[src/rtl/pipeline_hazard_controller.sv]
// rtl/pipeline_hazard_controller.sv - stall/flush/PC-stack sequencing for the FD and DX pipeline buffers
// Optional macro PIPE_CTRL_STALL_CNT_EN adds o_stall_count (saturating count of PC-hold cycles).
module pipeline_hazard_controller #(
  parameter int REG_W       = 3,
  parameter int STACK_WORDS = 2
) (
  input  logic             i_clk,
  input  logic             i_reset,
  input  logic [REG_W-1:0] i_id_rs,
  input  logic [REG_W-1:0] i_id_rt,
  input  logic             i_id_rs_used,
  input  logic             i_id_rt_used,
  input  logic             i_ex_mem_read,
  input  logic [REG_W-1:0] i_ex_rd,
  input  logic             i_ex_write_back,
  input  logic             i_ex_push_pc,
  input  logic             i_ex_pop_pc,
  input  logic             i_ex_branch_taken,
  output logic             o_pc_enable,
  output logic             o_fd_enable,
  output logic             o_fd_flush,
  output logic             o_dx_enable,
  output logic             o_dx_flush,
  output logic [1:0]       o_stack_word,
`ifdef PIPE_CTRL_STALL_CNT_EN
  output logic [15:0]      o_stall_count,
`endif
  output logic             o_busy
);

  typedef enum logic [1:0] {
    IDLE     = 2'd0,
    STACK    = 2'd1,
    REDIRECT = 2'd2
  } state_t;

  localparam logic [1:0] LAST_WORD = 2'(STACK_WORDS - 1);

  state_t     state, state_next;
  logic [1:0] word_cnt;
  logic       seq_is_pop;
  logic       stack_op;
  logic       load_use;

  assign stack_op = i_ex_push_pc | i_ex_pop_pc;
  assign load_use = i_ex_mem_read & i_ex_write_back &
                    ((i_id_rs_used & (i_id_rs == i_ex_rd)) |
                     (i_id_rt_used & (i_id_rt == i_ex_rd)));

  // Word 0 is issued from IDLE in the arrival cycle, so STACK starts at word 1.
  always_ff @(posedge i_clk) begin
    if (i_reset) begin
      state      <= IDLE;
      word_cnt   <= 2'd0;
      seq_is_pop <= 1'b0;
    end else begin
      state <= state_next;
      case (state)
        IDLE: begin
          if (stack_op) begin
            word_cnt   <= 2'd1;
            seq_is_pop <= i_ex_pop_pc;
          end else begin
            word_cnt <= 2'd0;
          end
        end
        STACK:   word_cnt <= (word_cnt == LAST_WORD) ? 2'd0 : word_cnt + 2'd1;
        default: word_cnt <= 2'd0;
      endcase
    end
  end

  always_comb begin
    state_next = state;
    case (state)
      IDLE:     if (stack_op) state_next = STACK;
      STACK:    if (word_cnt == LAST_WORD) state_next = seq_is_pop ? REDIRECT : IDLE;
      REDIRECT: state_next = IDLE;
      default:  state_next = IDLE;
    endcase
  end

  always_comb begin
    o_pc_enable  = 1'b1;
    o_fd_enable  = 1'b1;
    o_fd_flush   = 1'b0;
    o_dx_enable  = 1'b1;
    o_dx_flush   = 1'b0;
    o_stack_word = 2'd0;
    o_busy       = 1'b0;
    if (!i_reset) begin
      case (state)
        IDLE: begin
          // Stack op beats branch beats load-use.
          if (stack_op) begin
            o_busy      = 1'b1;
            o_pc_enable = 1'b0;
            o_fd_enable = 1'b0;
            o_dx_enable = 1'b0;
          end else if (i_ex_branch_taken) begin
            o_fd_flush = 1'b1;
            o_dx_flush = 1'b1;
          end else if (load_use) begin
            o_pc_enable = 1'b0;
            o_fd_enable = 1'b0;
            o_dx_flush  = 1'b1;
          end
        end
        STACK: begin
          o_busy       = 1'b1;
          o_stack_word = word_cnt;
          o_pc_enable  = 1'b0;
          o_fd_enable  = 1'b0;
          o_dx_enable  = 1'b0;
        end
        REDIRECT: begin
          o_fd_flush = 1'b1;
          o_dx_flush = 1'b1;
        end
        default: ;
      endcase
    end
  end

`ifdef PIPE_CTRL_STALL_CNT_EN
  always_ff @(posedge i_clk) begin
    if (i_reset) begin
      o_stall_count <= 16'd0;
    end else if (!o_pc_enable && (o_stall_count != 16'hFFFF)) begin
      o_stall_count <= o_stall_count + 16'd1;
    end
  end
`endif

endmodule
[config.mk]
export PLATFORM = sky130hd
export DESIGN_NAME = pipeline_hazard_controller
export DESIGN_NICKNAME = d
export VERILOG_FILES = /design/src/rtl/pipeline_hazard_controller.sv
export SDC_FILE = /design/constraint.sdc
export NUM_CORES = 1
export LEC_CHECK = 0
export CAP_MARGIN = 25
export CORE_AREA = 5 5 42 44
export DETAILED_ROUTE_END_ITERATION = 8
export DIE_AREA = 0 0 47 49
export GPL_ROUTABILITY_DRIVEN = 1
export SKIP_CTS_REPAIR_TIMING = 1
export SLEW_MARGIN = 20
export SYNTH_ARGS = -nofsm -noshare
export SYNTH_HDL_FRONTEND = slang
export SYNTH_SLANG_ARGS = --single-unit
[constraint.sdc]
create_clock -name i_clk -period 4.1 [get_ports i_clk]
set_clock_uncertainty 0.15 [all_clocks]
set_input_delay 0.82 -clock i_clk [delete_from_list [all_inputs] [get_ports i_clk]]
set_output_delay 0.82 -clock i_clk [all_outputs]
set_load 0.1 [all_outputs]
-- After elaboration in Yosys (flattened, before gate mapping)
Index checks and enable logic that the tools add are counted.
- flip-flop bits (word level): 5
- latch bits: 0
- RAM bits: 0
- ROM bits: 0
- bits of input ports: 18
- output and inout port bits: 8
- memories kept: 0
- $add $sub $neg: 1
- multipliers: 0
- div/mod/pow operators: 0
- magnitude comparators: 0
- eq/ne operators: 7
- shift operators: 0
- multiplexer cells: 29
- bitwise logic cells: 6
- reductions and logical operators: 3
- operator list (cell ; number):
    2-to-1 mux 1 bit ; 16
    2-to-1 mux 2 bit ; 6
    one-hot mux 1 bit (2 select lines) ; 5
    one-hot mux 2 bit (2 select lines) ; 2
    equality test 3 bit ; 2
    bitwise AND 1 bit ; 4
    equality test 2 x 1 -> 1 bit, second input constant ; 2
    inequality test 2 bit, second input constant ; 2
    AND reduction 2 bit ; 2
    adder 2 x 1 -> 2 bit, second input constant ; 1
    equality test 2 bit, second input constant ; 1
    zero test 2 bit ; 1
    OR 1 bit ; 2

-- Longest topological paths before layout
- depth in word-level cells: 9
- mapped depth: 5
- depth with buffers taken out: 4

-- Least setup slack after synthesis
OpenSTA, ideal clock, no wires.
- path kind: input to output
- from: input i_ex_pop_pc
- to: output o_dx_flush
- arrival time: 4.023 ns
- setup slack: -0.893 ns
- stages: 4
- path buffers: 0
- cell sequence: nor2_1 -> a21oi_1 -> nor3_1 -> o21bai_1
- word-level cells in the longest chain between the ends: 4
- ends and longest elaborated chain (item ; RTL line ; text):
    start: declaration ; 17 ; input logic i_ex_pop_pc,
    OR 1 bit ; 45 ; assign stack_op = i_ex_push_pc | i_ex_pop_pc;
    2-to-1 mux 1 bit ; 95 ; if (stack_op) begin
    one-hot mux 1 bit (2 select lines) ; 92 ; case (state)
    2-to-1 mux 1 bit ; 91 ; if (!i_reset) begin
    end: declaration ; 23 ; output logic o_dx_flush,
No other way between the ends.

-- Final worst setup path
- from: input i_reset
- to: output o_dx_flush
- word-level cells in the longest chain between the ends: 1
- ends and longest elaborated chain (item ; RTL line ; text):
    start: declaration ; 8 ; input logic i_reset,
    2-to-1 mux 1 bit ; 91 ;
No other way between the ends.

==> qor.txt <==
Status - finished, final reports clean
Hpwl dp - 784.4 microns
Core box area - 1401 sq um
Worst R2R Start - state[0]
Row count - 14
TritonCTS buffer count - 3
PortBufs - 25
All-Layer GR Usage - 8.322%
DRC viols - 0
Maxcap violations - 0
Max_slew headroom - 78.15%
Pwr per Cell Area - 313.6 nW/um^2
Total congestion overflow - 0
Synth Instances - 36
Layout cells sized above 1 - 23.44%
Die Footprint - 2303 sq um
Endpoints failing setup - 0
First-pass DRT Iterations - 1
Post-Synth XOR/XNOR Area - 17.21%
Hold_sp - word_cnt[0]
Drt wl/cell - 11.78 microns
Synthesized area per cell - 8.480 sq um
Post-place setup slack - 0.8047 ns
Final period demand of the worst path - 3.286 ns
Vias - 355
CP startpoint kind - input port
Mapped Nets - 54
Final setup TNS - 0 ns
Initial DRC count - 0
Worst-skew pair later-pin latency - 0.24 ns
Worst R2R End - state[0]
Sequential area share after synthesis - 32.79%
Die Span X - 47 microns
Critical path endpoint category - output port
Clock Tree Buf Depth - 2
Initial antenna violation count - 0
Worst Path Max Fanout - 4
IO Pins - 26
Synth Area in Simple Gates - 30.74%
Routed wire length - 942 microns
Req. time, crit path - 3.13 ns
Ant diodes - 0
First-pass GRT wire length - 1.380 mm
Tot Pwr - 0.0001856 W
Largest family of logic cells by synthesized area - simple AND/OR/NAND/NOR gates
Highest ir drop seen on vdd - 0.1739 mV
Gpl congestion - 0.7897
Post-route ant nets - 0
Clock tree sinks - 5
Hold EP - word_cnt[1]
Synthesized area - 305.3 sq um
RSZ-0062 raised after global routing - no
Post-Synth Adder-Cell Area - 0%
Vias in the first global route - 379
Worst Path Arrival - 2.32 ns
Root buf cell - clkbuf_4
Register-to-register path setup slack - 2.71 ns
Area Growth Syn to Fin - 93.85%
Largest net degree at the start of global routing - 7
Register-to-Register Path Depth - 4
Worst hold stages - 1
Crit path kind - in -> out
Final hold slack - 0.3066 ns
Layout Cells excl Fill - 80
Vias/cell - 4.438
Placed insts - 76
Starting Density - 21.79%
Synth cell types - 20
Fmax - 0.3043 GHz
Synth warn - 0
Slew @ Worst Pin - 0.3265 ns
# H-tree levels - 1
Count of pins over their slew limit - 0
NumNets Final - 83
Crit share post-route - 80.14%
Clk slew on worst S/H paths - 0.04 ns
Die Y - 49 microns
CTS tree - yes
LEAKAGE - 0.2485 nW
Post-synthesis mux area share - 0%
Worst min path class - reg -> reg
Final Worst Setup Slack - 0.8142 ns
Synth Area in Compound Gates - 14.34%
Final hold vios - 0
Flops & latches, synth - 5
## metal layers
metal / global-route usage, % / routed length, microns / vias up
li1: - / - / 179
met1: 9.272 / 380 / 153
met2: 12.44 / 406 / 20
met3: 2.214 / 126 / 3
met4: 6.912 / 29 / 0
met5: 0 / 0 / -
## registers in the layout, summed over array words and instances (netlist names)
signal / cells
state: 2
word_cnt: 2
seq_is_pop: 1
## per-stage QoR
step	instance area (sq um)	util, %
after floorplan	310.3	-
after global placement	565.5	40.36
after detailed placement	565.5	40.36
after CTS	591.8	42.23
after global routing	591.8	42.23
final	591.8	42.23
## cell usage after synthesis
cell type / instances / area share (%)
xnor2_1: 6 / 17
dfxtp_1: 5 / 33
nor2_1: 5 / 6.1
inv_1: 2 / 2.5
nand3_1: 2 / 3.3
nand4_1: 2 / 4.1
a21o_1: 1 / 2.5
a21oi_1: 1 / 1.6
a21oi_2: 1 / 2.9
a22oi_1: 1 / 2.5
and3_1: 1 / 2.1
and3b_1: 1 / 2.9
buf_4: 1 / 2.5
nand2_1: 1 / 1.2
nand2_4: 1 / 3.7
nor3_1: 1 / 1.6
o21a_1: 1 / 2.5
o21bai_1: 1 / 2.5
or2_1: 1 / 2.1
or3_4: 1 / 3.7
## layout make-up
type,count,area (sq um)
clock buffers,4,26.28
fillers,149,809.5
inverters,2,7.507
multi-input cells,28,195.2
flip-flops and latches,5,100.1
well taps,16,20.02
repair buffers,25,242.7
## where the power goes
part           switching, W  internal, W  total [W]
clock             0.0000214    0.0000369  0.0000583
combinational     0.0000436    0.0000288  0.0000725
sequential       0.00000318    0.0000517  0.0000549
total             0.0000682     0.000117   0.000186
## cell usage in the layout (no fill, tap or decap), drive strengths merged, types with 2 or more instances in the layout
cell	count
nand2	2
nand3	2
dfxtp	5
buf	8
clkdlybuf4s50	17
a21oi	2
nor2	5
xnor2	6
inv	2
nand4	2
clkbuf	4
## worst max-delay path by stage
| stage | start | to | slack [ns] | depth (start not counted) |
|---|---|---|---|---|
| global placement | i_reset | o_dx_flush | 0.86 | 6 |
| finish | i_reset | o_dx_flush | 0.81 | 6 |
| detailed placement | i_reset | o_dx_flush | 0.80 | 6 |
| CTS | i_reset | o_dx_flush | 0.80 | 6 |
| global route | i_reset | o_dx_flush | 0.67 | 6 |
| floorplan | i_ex_pop_pc | o_dx_flush | 0.04 | 4 |
## critical path, cell delays in order
cell and delay, ns:
clkdlybuf4s50_1 0.45, nor2_1 0.29, nand3_1 0.12, a21o_1 0.18, o21bai_1 0.23, buf_12 0.21
## cell families after synthesis
logic type | Yosys count
buf+inv | 3
xor+xnor | 6
simple gates | 16
compound gates | 6
flops | 5
(Power assumes the default switching activity.)
